### src/rtl/equal_pattern_gen.sv
// Stimulus source for the equal-half counter: emits target_cnt equal words separated by gap
// non-equal words over valid/ready. First word is valid one cycle after an accepted start.
module equal_pattern_gen #(
  parameter logic [7:0] LFSR_SEED = 8'hA5,
  parameter int         CNT_W     = 8
) (
  input  logic             clk,
  input  logic             rst_n,
  input  logic             start,
  input  logic [CNT_W-1:0] target_cnt,
  input  logic [3:0]       gap,
  input  logic             out_ready,
  output logic [3:0]       out,
  output logic             out_valid,
  output logic             busy,
  output logic             done,
  output logic [CNT_W-1:0] sent_cnt
);

  // An all-zero Fibonacci LFSR would lock up, so a zero seed is replaced.
  localparam logic [7:0] SEED = (LFSR_SEED == 8'h00) ? 8'h01 : LFSR_SEED;

  typedef enum logic [1:0] {IDLE, EQ, NEQ, DONE} state_t;

  state_t           state, state_nx;
  logic [7:0]       lfsr;
  logic [CNT_W-1:0] target;
  logic [CNT_W-1:0] sent;
  logic [3:0]       gap_q;
  logic [3:0]       gap_left;
  logic             accept;
  logic             fire;
  logic [1:0]       h, k_adj;

  assign h        = lfsr[1:0];
  assign k_adj    = (lfsr[3:2] == 2'b00) ? 2'b01 : lfsr[3:2];
  assign fire     = out_ready && ((state == EQ) || (state == NEQ));
  assign accept   = (state == IDLE) && start;
  assign sent_cnt = sent;

  always_ff @(posedge clk) begin
    if (!rst_n) begin
      state <= IDLE;
    end else begin
      state <= state_nx;
    end
  end

  always_comb begin
    state_nx  = state;
    out_valid = 1'b0;
    out       = 4'b0000;
    busy      = 1'b0;
    done      = 1'b0;
    case (state)
      IDLE: begin
        if (start) begin
          state_nx = (target_cnt == '0) ? DONE : EQ;
        end
      end
      EQ: begin
        out_valid = 1'b1;
        busy      = 1'b1;
        out       = {h, h};
        if (fire) begin
          if ((sent + 1'b1) == target) begin
            state_nx = DONE;
          end else if (gap_q != 4'd0) begin
            state_nx = NEQ;
          end
        end
      end
      NEQ: begin
        out_valid = 1'b1;
        busy      = 1'b1;
        out       = {h, h ^ k_adj};
        if (fire && (gap_left == 4'd1)) begin
          state_nx = EQ;
        end
      end
      DONE: begin
        done     = 1'b1;
        state_nx = IDLE;
      end
      default: state_nx = IDLE;
    endcase
  end

  always_ff @(posedge clk) begin
    if (!rst_n) begin
      lfsr     <= SEED;
      target   <= '0;
      gap_q    <= 4'd0;
      gap_left <= 4'd0;
      sent     <= '0;
    end else if (accept) begin
      lfsr   <= SEED;
      target <= target_cnt;
      gap_q  <= gap;
      sent   <= '0;
    end else if (fire) begin
      // Taps 8,6,5,4 feed back into bit 0.
      lfsr <= {lfsr[6:0], lfsr[7] ^ lfsr[5] ^ lfsr[4] ^ lfsr[3]};
      if (state == EQ) begin
        sent     <= sent + 1'b1;
        gap_left <= gap_q;
      end else begin
        gap_left <= gap_left - 4'd1;
      end
    end
  end

endmodule

### config.mk
export PLATFORM = sky130hd
export DESIGN_NAME = equal_pattern_gen
export DESIGN_NICKNAME = d
export VERILOG_FILES = /design/src/rtl/equal_pattern_gen.sv
export SDC_FILE = /design/constraint.sdc
export NUM_CORES = 1
export LEC_CHECK = 0
export ABC_AREA = 1
export BUFFER_PORTS_ARGS = -buffer_cell sky130_fd_sc_hd__buf_2
export CORE_MARGIN = 2
export CORE_UTILIZATION = 55
export DETAILED_ROUTE_END_ITERATION = 8
export HOLD_SLACK_MARGIN = 0.1
export PLACE_DENSITY = 0.78
export SLEW_MARGIN = 20
export SYNTH_ARGS = -nofsm -noshare
export SYNTH_HDL_FRONTEND = slang
export SYNTH_SLANG_ARGS = --single-unit
### constraint.sdc
create_clock -name clk -period 3.9 [get_ports clk]
set_clock_uncertainty 0.1 [all_clocks]
set_input_delay 0.585 -clock clk [delete_from_list [all_inputs] [get_ports clk]]
set_output_delay 0.585 -clock clk [all_outputs]
set_load 0.01 [all_outputs]
**Word-level counts from Yosys, hierarchy flattened**

Cells that the tools add are included.

- Register bits: 34
- Latch bits: 0
- Bits in writable memories: 0
- Bits in read-only memories: 0
- Input port bits: 16
- Output and inout port bits: 15
- Word-level logic and storage cells: 48
- Memories: 0

- Add/subtract/negate cells: 2
- Multipliers: 0
- Div/mod/pow operators: 0
- Order comparisons: 0
- Equal/unequal tests: 9
- Shift-type cells: 0
- Muxes and demuxes: 12
- Bitwise operators: 6
- Reduce and logical (&&, ||, !) cells: 13

Operators with widths:

| kind | number |
|---|---|
| 2-bit 2-to-1 mux | 7 |
| 8-bit by 1-bit adder with 8-bit output (second input constant) | 1 |
| 8-bit equality test | 1 |
| 8-bit zero test | 1 |
| 2-bit one-hot mux with 4 select lines | 1 |
| 4-bit one-hot mux with 2 select lines | 1 |
| 2-bit equality test (second input constant) | 2 |
| 4-bit by 1-bit equality test with 1-bit output (second input constant) | 1 |
| 2-bit zero test | 2 |
| 4-bit 2-to-1 mux | 1 |
| 2-bit inequality test (second input constant) | 2 |
| 2-bit AND reduction | 2 |
| 4-bit AND reduction | 1 |
| 4-bit nonzero test | 1 |
| 2-bit OR reduction | 2 |
| 4-bit by 1-bit subtractor with 4-bit output (second input constant) | 1 |
| 1-bit logical AND | 3 |
| 3-bit by 1-bit inequality test with 1-bit output (second input constant) | 1 |
| 1-bit bitwise XOR | 3 |
| 2-bit by 1-bit equality test with 1-bit output (second input constant) | 1 |
| 1-bit 2-to-1 mux | 2 |
| 2-bit by 1-bit inequality test with 1-bit output (second input constant) | 1 |
| 1-bit NOT | 2 |
| 2-bit bitwise XOR | 1 |
| 1-bit logical OR | 1 |

**Longest topological paths before layout**

Gate-level depths: netlist of the first run.

- Word-level depth: 6
- Mapped depth: 14
- Mapped depth without buffers: 14

**Least setup slack after synthesis of the first run**

No wires, ideal clock.

- Kind: register to output
- From: reg state[0]
- To: out out[2]
- Data arrival time: 1.220 ns
- Required time: 3.215 ns
- Path slack: 1.995 ns
- Stages on the path, launching flop included: 5
- Path buffers: 0
- Cell sequence: dfxtp_1 -> inv_1 -> ha_1 -> inv_1 -> nor3_1

- Cells in the longest elaborated chain, start to end: 2
- Elaborated cells on any way between the ends: 3
- Classes of those cells: eq/ne: 2; mux: 1

RTL lines:

| item | RTL line | text |
|---|---|---|
| start: declaration | 25 | `state_t state, state_nx;` |
| start signal: assignment | 45 | `state <= state_nx;` |
| 2-bit equality test / 2-bit by 1-bit equality test with 1-bit output (equally long branches) | 55 | `case (state)` |
| 4-bit one-hot mux with 2 select lines (*) | 55 |  |
| end: declaration | 13 | `output logic [3:0] out,` |

Mark *: on every way between the ends. The rest lies on a longest branch, timed or not.

**Final worst setup path of the first run**

- From: reg state[0]
- To: reg sent[4], in the netlist sent_cnt[4]

- Cells in the longest elaborated chain, start to end: 4
- Elaborated cells on any way between the ends: 8
- Classes of those cells: eq/ne: 2; reduce/logical: 6

RTL lines:

| item | RTL line | text |
|---|---|---|
| 2-bit by 1-bit equality test with 1-bit output / 2-bit equality test (equally long branches) | 37, 104 |  |
| 1-bit logical OR | 37 | `assign fire = out_ready && ((state == EQ) \|\| (state == NEQ));` |
| 1-bit logical AND | 37 |  |
| 2-bit AND reduction (no source line) | n/a |  |
| end signal: assignment | 105 | `sent <= sent + 1'b1;` |
| end: declaration | 28 | `logic [CNT_W-1:0] sent;` |

Parallel ways exist; a longest one is shown, timed or not.
A chain may end at the register's enable or synchronous reset.

==> summary.md, run 1 <==
| Metric | Value |
|---|---|
| Status | `finished clean` |
| Count of pins over their slew limit | `0` |
| Vias per std cell | `roughly 5.2` |
| WS Path Type | `reg -> reg` |
| Clock sink count | `34` |
| Relative max-transition margin | `64.7%` |
| Type of element launching the critical path | `flip-flop` |
| Setup violations, final | `0` |
| Iter 0 DRT Violations | `114` |
| Count of standard-cell rows | `21` |
| Synthesized area | `1850 um2` |
| Total placed instance area | `a little over 2000 um2` |
| Max Fanout on Critical Path | `20` |
| Proportion of synthesized chip area in sequential cells | `roughly 37%` |
| Unrepaired setup endpoints after global routing | `no` |
| Final sum of negative setup slack | `0 ns` |
| Die Outline Area | `~3900 um2` |
| Number of nets with antenna violations after detailed routing | `0` |
| FF-to-FF End | `sent_cnt[4]` |
| Floorplan die width | `62.1 um` |
| Num CTS Buffers | `5` |
| Final number of hold-violating endpoints | `0` |
| CTS Hold Buffers Added | `0` |
| Period utilisation layout | `65.2%` |
| CP max-delay cell | `dfxtp_1` |
| Worst setup EP type | `flip-flop` |
| Yosys warnings | `0` |
| Leakage component of the power | `0.990 nW` |
| Fin nets | `between 300 and 400` |
| Achievable Freq | `393 MHz` |
| CTS tree | `done` |
| Clk buf depth | `2` |
| Via count of the first global-routing pass | `1550` |
| First-pass iteration count of the detailed router | `5` |
| Standard cell core area | `about 3300 um2` |
| Residual overflow from global routing | `0` |
| Minimum setup slack among reg-to-reg paths | `1.36 ns` |
| Critical Path Most Common Cell | `inv_1` |
| Detailed-placement wirelength estimate | `3060 um` |
| Post-detailed-route DRC marker count | `0` |
| Number of top-level design ports | `31` |
| Maximum vdd ir drop | `0.401 mV` |
| Count of max-cap constraint violations | `0` |
| Vias | `1831` |
| Number of antenna diodes | `0` |
| GR Layer Usage met3 | `6.21%` |
| Routed Wire Length | `3980 um` |
| CP startpoint | `state[0]` |
| Number of buffers inserted by port buffering | `30` |
| Insertion delay of the later-clocked pin in the worst-skew pair | `0.35 ns` |
| GR peak layer | `met2` |
| Layout overhead on the synthesized area | `12.9%` |
| Transition time of the tightest slew-check pin | `0.527 ns` |
| R2r startpoint | `state[0]` |
| Minimum period implied by the final worst setup slack | `2.54 ns` |
| Filler cell count | `319` |
| Critical path's largest stage delay | `0.40 ns` |
| Setup bufs post-CTS | `0` |
| First-pass GRT wire length | `6670 um` |
| Pwr/cell area | `~600 nW/um2` |
| GRT met1 Usage | `33.8%` |
| Crit path capture | `sent_cnt[4]` |
| Fraction of layout cells with a size suffix above 1 | `14.8%` |
| H-tree Lvls | `2` |
| Number of distinct library cells after synthesis | `27` |
| Design Area, Final | `2090 um2` |
| Syn nets | `a little under 300` |
| Initial antenna violation count | `0` |
| Count of state elements after synthesis | `34` |
| Initial cell density of the core | `between 50% and 60%` |
| Total power consumption of the routed design | `0.00125 W` |
| GRT Resource Usage Total | `between 20% and 30%` |
| Gate count of the mapped netlist | `273` |
| Chain of cells forming the critical path | `inv_1, ha_1, nand2_1, inv_1, nor2_2, clkinv_1, a21oi_1, o21ai_0, inv_1` |
| Post-cts gate resize count | `0` |
| Pin count of the biggest net entering global routing | `21` |
| Cell at the root of the clock tree | `clkbuf_4` |
| Final Util | `63.7%` |
| Clock transition at path regs | `0.11 ns` |
| Gp weighted congestion | `0.824` |
| Mean cell area of the mapped netlist | `6.79 um2` |
| Worst hold path class | `reg -> reg` |
| Crit path required time | `around 4 ns` |
| Arrival time worst endpoint | `2.75 ns` |
| DIE HEIGHT | `62.1 um` |
| Cell depth of the worst flop-to-flop path | `9` |
| Global-route track usage on met2 | `approximately 35%` |
| Routed length per instance | `11.3 um` |
[final cells by class]
type / instances / area (um2) / area share [%]
tap: 46 / 57.6 / 2.75
clock buffer: 7 / 55.1 / 2.63
inverter: 37 / 139 / 6.63
sequential: 34 / 681 / 32.5
multi-input combinational: 196 / 1010 / 48.1
clock inverter: 1 / 5.00 / 0.239
timing repair buffer: 30 / 150 / 7.17
[power breakdown]
group	leakage [nW]	switching [W]	total (W)	internal, W
logic	0.676	0.000328	0.000523	0.000195
registers	0.279	0.0000804	0.000516	0.000436
clock network	0.0353	0.000123	0.000210	0.0000873
total	0.990	0.000531	0.00125	0.000718
[critical path: cells and delay by family (launching register included)]
kind,cells,cell delay [ns]
simple gates,2,0.74
buf+inv,4,0.74
fa+ha+maj,1,0.22
flops,1,0.40
compound gates,2,0.29
[sequential cells by signal, indices dropped and copies added, names as in the netlist]
signal / cells
sent_cnt: 8
lfsr: 8
gap_left: 4
gap_q: 4
target: 8
state: 2
[synthesized netlist by cell type (all sizes together)]
cell type	count	share of area [%]
a211oi	1	0.41
a21oi	25	6.7
a31oi	2	0.67
buf	2	0.67
clkbuf	4	0.88
clkinv	1	0.20
dfxtp	34	37
ha	8	5.4
inv	36	7.3
nand2	57	12
nand3	24	6.5
nand4	1	0.34
nor2	33	7.9
nor3	3	0.81
nor4	2	0.67
o211ai	2	0.81
o21ai	28	7.6
o21bai	1	0.41
o22ai	1	0.34
xnor2	4	1.9
xor2	4	1.9
[logic make-up (layout without fill, tap and decap cells)]
group                    count (synthesis)  after routing  synth area share, %
XOR/XNOR                                 8              8                 3.78
AO/OA/AOI/OAI                           60             60                 16.9
buffers and inverters                   43             75                 9.04
adder cells (fa/ha/maj)                  8              8                 5.40
flip-flops                              34             34                 36.7
AND/OR/NAND/NOR                        120            120                 28.1
[worst min-delay path by stage]
stage,from,end,slack [ns],cells after the start
CTS,lfsr[6],lfsr[6],0.37,2
floorplan,lfsr[6],lfsr[6],0.34,2
global route,target_cnt[1],target[1],0.41,3
finish,lfsr[6],lfsr[6],0.37,2
global placement,lfsr[6],lfsr[6],0.35,2
detailed placement,lfsr[6],lfsr[6],0.36,2
[metrics by stage]
step / cells / hold WS, ns / worst slack, ns
floorplan: 273 / 0.341 / 1.99
global placement: 343 / 0.352 / 1.45
detailed placement: 343 / 0.358 / 1.33
CTS: 351 / 0.372 / 1.32
global route: 351 / 0.406 / 1.04
finish: 351 / 0.372 / 1.36
[cell usage in the layout (no fill, tap or decap), types with 3 or more instances in the layout]
cell	Yosys	layout
clkbuf_4	0	5
ha_1	8	8
a21oi_1	25	25
buf_2	1	30
o21ai_0	27	27
dfxtp_1	34	34
nor3_1	3	3
nand2_1	54	54
inv_1	36	36
nand3_1	24	24
nor2_2	3	3
nor2_1	28	28
xor2_1	4	4
nand2_2	3	3
xnor2_1	4	4
[layer usage]
| layer | wire [um] | vias to the layer above |
|---|---|---|
| met5 | 0 | - |
| met4 | 56 | 0 |
| met3 | 294 | 5 |
| met2 | 1750 | 62 |
| met1 | 1880 | 818 |
| li1 | - | 946 |
No activity file was read; power rests on OpenSTA's default activity.
==> run 2: changes to the inputs <==
Settings changed: CORE_UTILIZATION 55 to 50, PLACE_DENSITY 0.78 to 0.75.
Clock period 3.9 ns to 2.05 ns, I/O delays scaled along.
==> run 2 against run 1 <==
Effect of this change:
- combinational power is 100% higher
- clock power increased by 140%
- sequential power up 90%
- final area increased by 4.6%
- sequential cell count stayed put
- wire length down 2.0%
- non-clock buffer count rose by 7
- clock-buffer cell count is the same
- setup slack worse by 1.3 ns
- first-iteration DRC count down 5.3%
- cell count is 2.6% higher
==> summary.md, run 2 (synthesized netlist as in run 1, its figures left out) <==
| Metric | Value |
|---|---|
| Initial antenna violation count | `0` |
| Number of antenna diodes | `0` |
| Fin nets | `335` |
| Floorplan die width | `64.9 um` |
| Worst hold start | `gap[1]` |
| DIE HEIGHT | `about 65 um` |
| Count of pins over their slew limit | `0` |
| Total power consumption of the routed design | `0.00257 W` |
| Vias per std cell | `4.99` |
| Number of top-level design ports | `31` |
| Maximum vdd ir drop | `0.593 mV` |
| Setup violations, final | `0` |
| Pwr/cell area | `1170 nW/um2` |
| Relative max-transition margin | `77.6%` |
| Status | `finished clean` |
| CP startpoint | `state[1]` |
| Crit path required time | `1.64 ns` |
| Design Area, Final | `2190 um2` |
| Minimum setup slack among reg-to-reg paths | `around 0.19 ns` |
| Routed Wire Length | `between 3000 and 4000 um` |
| Detailed-placement wirelength estimate | `3030 um` |
| Layout overhead on the synthesized area | `18.1%` |
| Multi-input gate area | `1010 um2` |
| Via count of the first global-routing pass | `1614` |
| WS Path Type | `reg -> out` |
| Residual overflow from global routing | `0` |
| Cell depth of the worst flop-to-flop path | `9` |
| Arrival time worst endpoint | `1.55 ns` |
| Vias | `1796` |
| First-pass GRT wire length | `around 7000 um` |
| Transition time of the tightest slew-check pin | `0.332 ns` |
| Worst hold path class | `in -> reg` |
| Die Outline Area | `between 4000 and 5000 um2` |
| Initial cell density of the core | `between 50% and 60%` |
| Hold path depth | `3` |
| Count of standard-cell rows | `22` |
| Standard cell core area | `3610 um2` |
| Number of nets with antenna violations after detailed routing | `0` |
| Pin count of the biggest net entering global routing | `20` |
| Routed length per instance | `10.8 um` |
| Post-detailed-route DRC marker count | `0` |
| Unrepaired setup endpoints after global routing | `yes` |
| Max Fanout on Critical Path | `6` |
| GR peak layer | `met2` |
| R2r startpoint | `state[1]` |
| Clock sink count | `34` |
| First-pass iteration count of the detailed router | `4` |
| Global-route track usage on met2 | `33.6%` |
| Hold-critical path endpoint | `gap_q[1]` |
| Commonest non-fill, non-tap cells in the layout | `nand2_1 (53), inv_1 (36), dfxtp_1 (32), buf_2 (30), nor2_1 (28)` |
| FF-to-FF End | `state[0]` |
| Minimum period implied by the final worst setup slack | `1.96 ns` |
| Iter 0 DRT Violations | `roughly 110` |
| GR Layer Usage met3 | `5.56%` |
| Achievable Freq | `510 MHz` |
| GRT Resource Usage Total | `between 20% and 30%` |
| CTS tree | `done` |
| GRT met1 Usage | `approximately 28%` |
| Insertion delay of the later-clocked pin in the worst-skew pair | `0.29 ns` |
| Filler cell count | `363` |
| Leakage component of the power | `1.04 nW` |
| Count of max-cap constraint violations | `0` |
| Clk buf depth | `2` |
| Total placed instance area | `2090 um2` |
| Cell at the root of the clock tree | `clkbuf_8` |
| Number of buffers inserted by port buffering | `30` |
| Period utilisation layout | `95.6%` |
| Final-layout worst hold slack | `around 0.17 ns` |
| Clock transition at path regs | `0.07 ns` |
| Worst setup EP type | `output port` |
| Fraction of layout cells with a size suffix above 1 | `18.3%` |
| Final Util | `a little over 60%` |
| Register area | `683 um2` |
| H-tree Lvls | `2` |
| Most common library cell in the layout ignoring fill and taps | `nand2_1` |
| Gp weighted congestion | `0.873` |
| Type of element launching the critical path | `flip-flop` |
| Final number of hold-violating endpoints | `0` |
| Num CTS Buffers | `5` |
run 2: cell count changes in the layout (fill, tap and decap cells not counted), moves of 2 or more:
cell,change
ha_2,+2
dfxtp_1,-2
buf_4,+7
clkbuf_4,-5
dfxtp_2,+2
clkbuf_8,+5
ha_1,-2
run 2: worst max-delay path by stage:
| stage | endpoint | slack [ns] | cells after the start |
|---|---|---|---|
| final | out[2] | 0.09 | 5 |
| after global routing | out[1] | -0.002 | 5 |
| after CTS | out[2] | 0.06 | 5 |
| after detailed placement | state[0] | 0.16 | 9 |
| after global placement | state[1] | 0.18 | 9 |
| after floorplan | gap_left[3] | 0.25 | 8 |
run 2: repair_timing:
item,4_1_cts,5_1_grt
setup buffers,0,0
setup endpoints to repair,0,9
resized for setup,0,6
hold buffers,0,0
run 2: metal layers:
metal  wire length (um)  part of all wire (%)
met1               1890                    48
met2               1720                    44
met3                207                   5.3
met4                 84                   2.2
met5                  0                     0
run 2: cell type report:
class / instances / area share [%]
inverter: 37 / 6.34
tap: 48 / 2.74
sequential: 34 / 31.2
clock buffer: 7 / 3.94
timing repair buffer: 37 / 9.26
multi-input combinational: 196 / 46.3
clock inverter: 1 / 0.229
run 2: through the flow:
stage | cells | TNS (ns) | worst slack (ns)
final | 360 | 0 | 0.0902
after global routing | 360 | -0.00183 | -0.00183
after CTS | 360 | 0 | 0.0643
after detailed placement | 352 | 0 | 0.159
after global placement | 352 | 0 | 0.184
after floorplan | 273 | 0 | 0.247
run 2: power breakdown:
part	switching (W)	total, W	internal [W]	leakage, nW
Clock	0.000243	0.000514	0.000271	0.0482
Sequential	0.000145	0.000978	0.000833	0.280
Combinational	0.000639	0.00107	0.000434	0.708
run 2: critical path, cell delays in order, from the launching register on:
cell and delay [ns]:
dfxtp_1 0.39, inv_1 0.11, ha_2 0.39, inv_1 0.07
nor3_1 0.15, buf_2 0.15
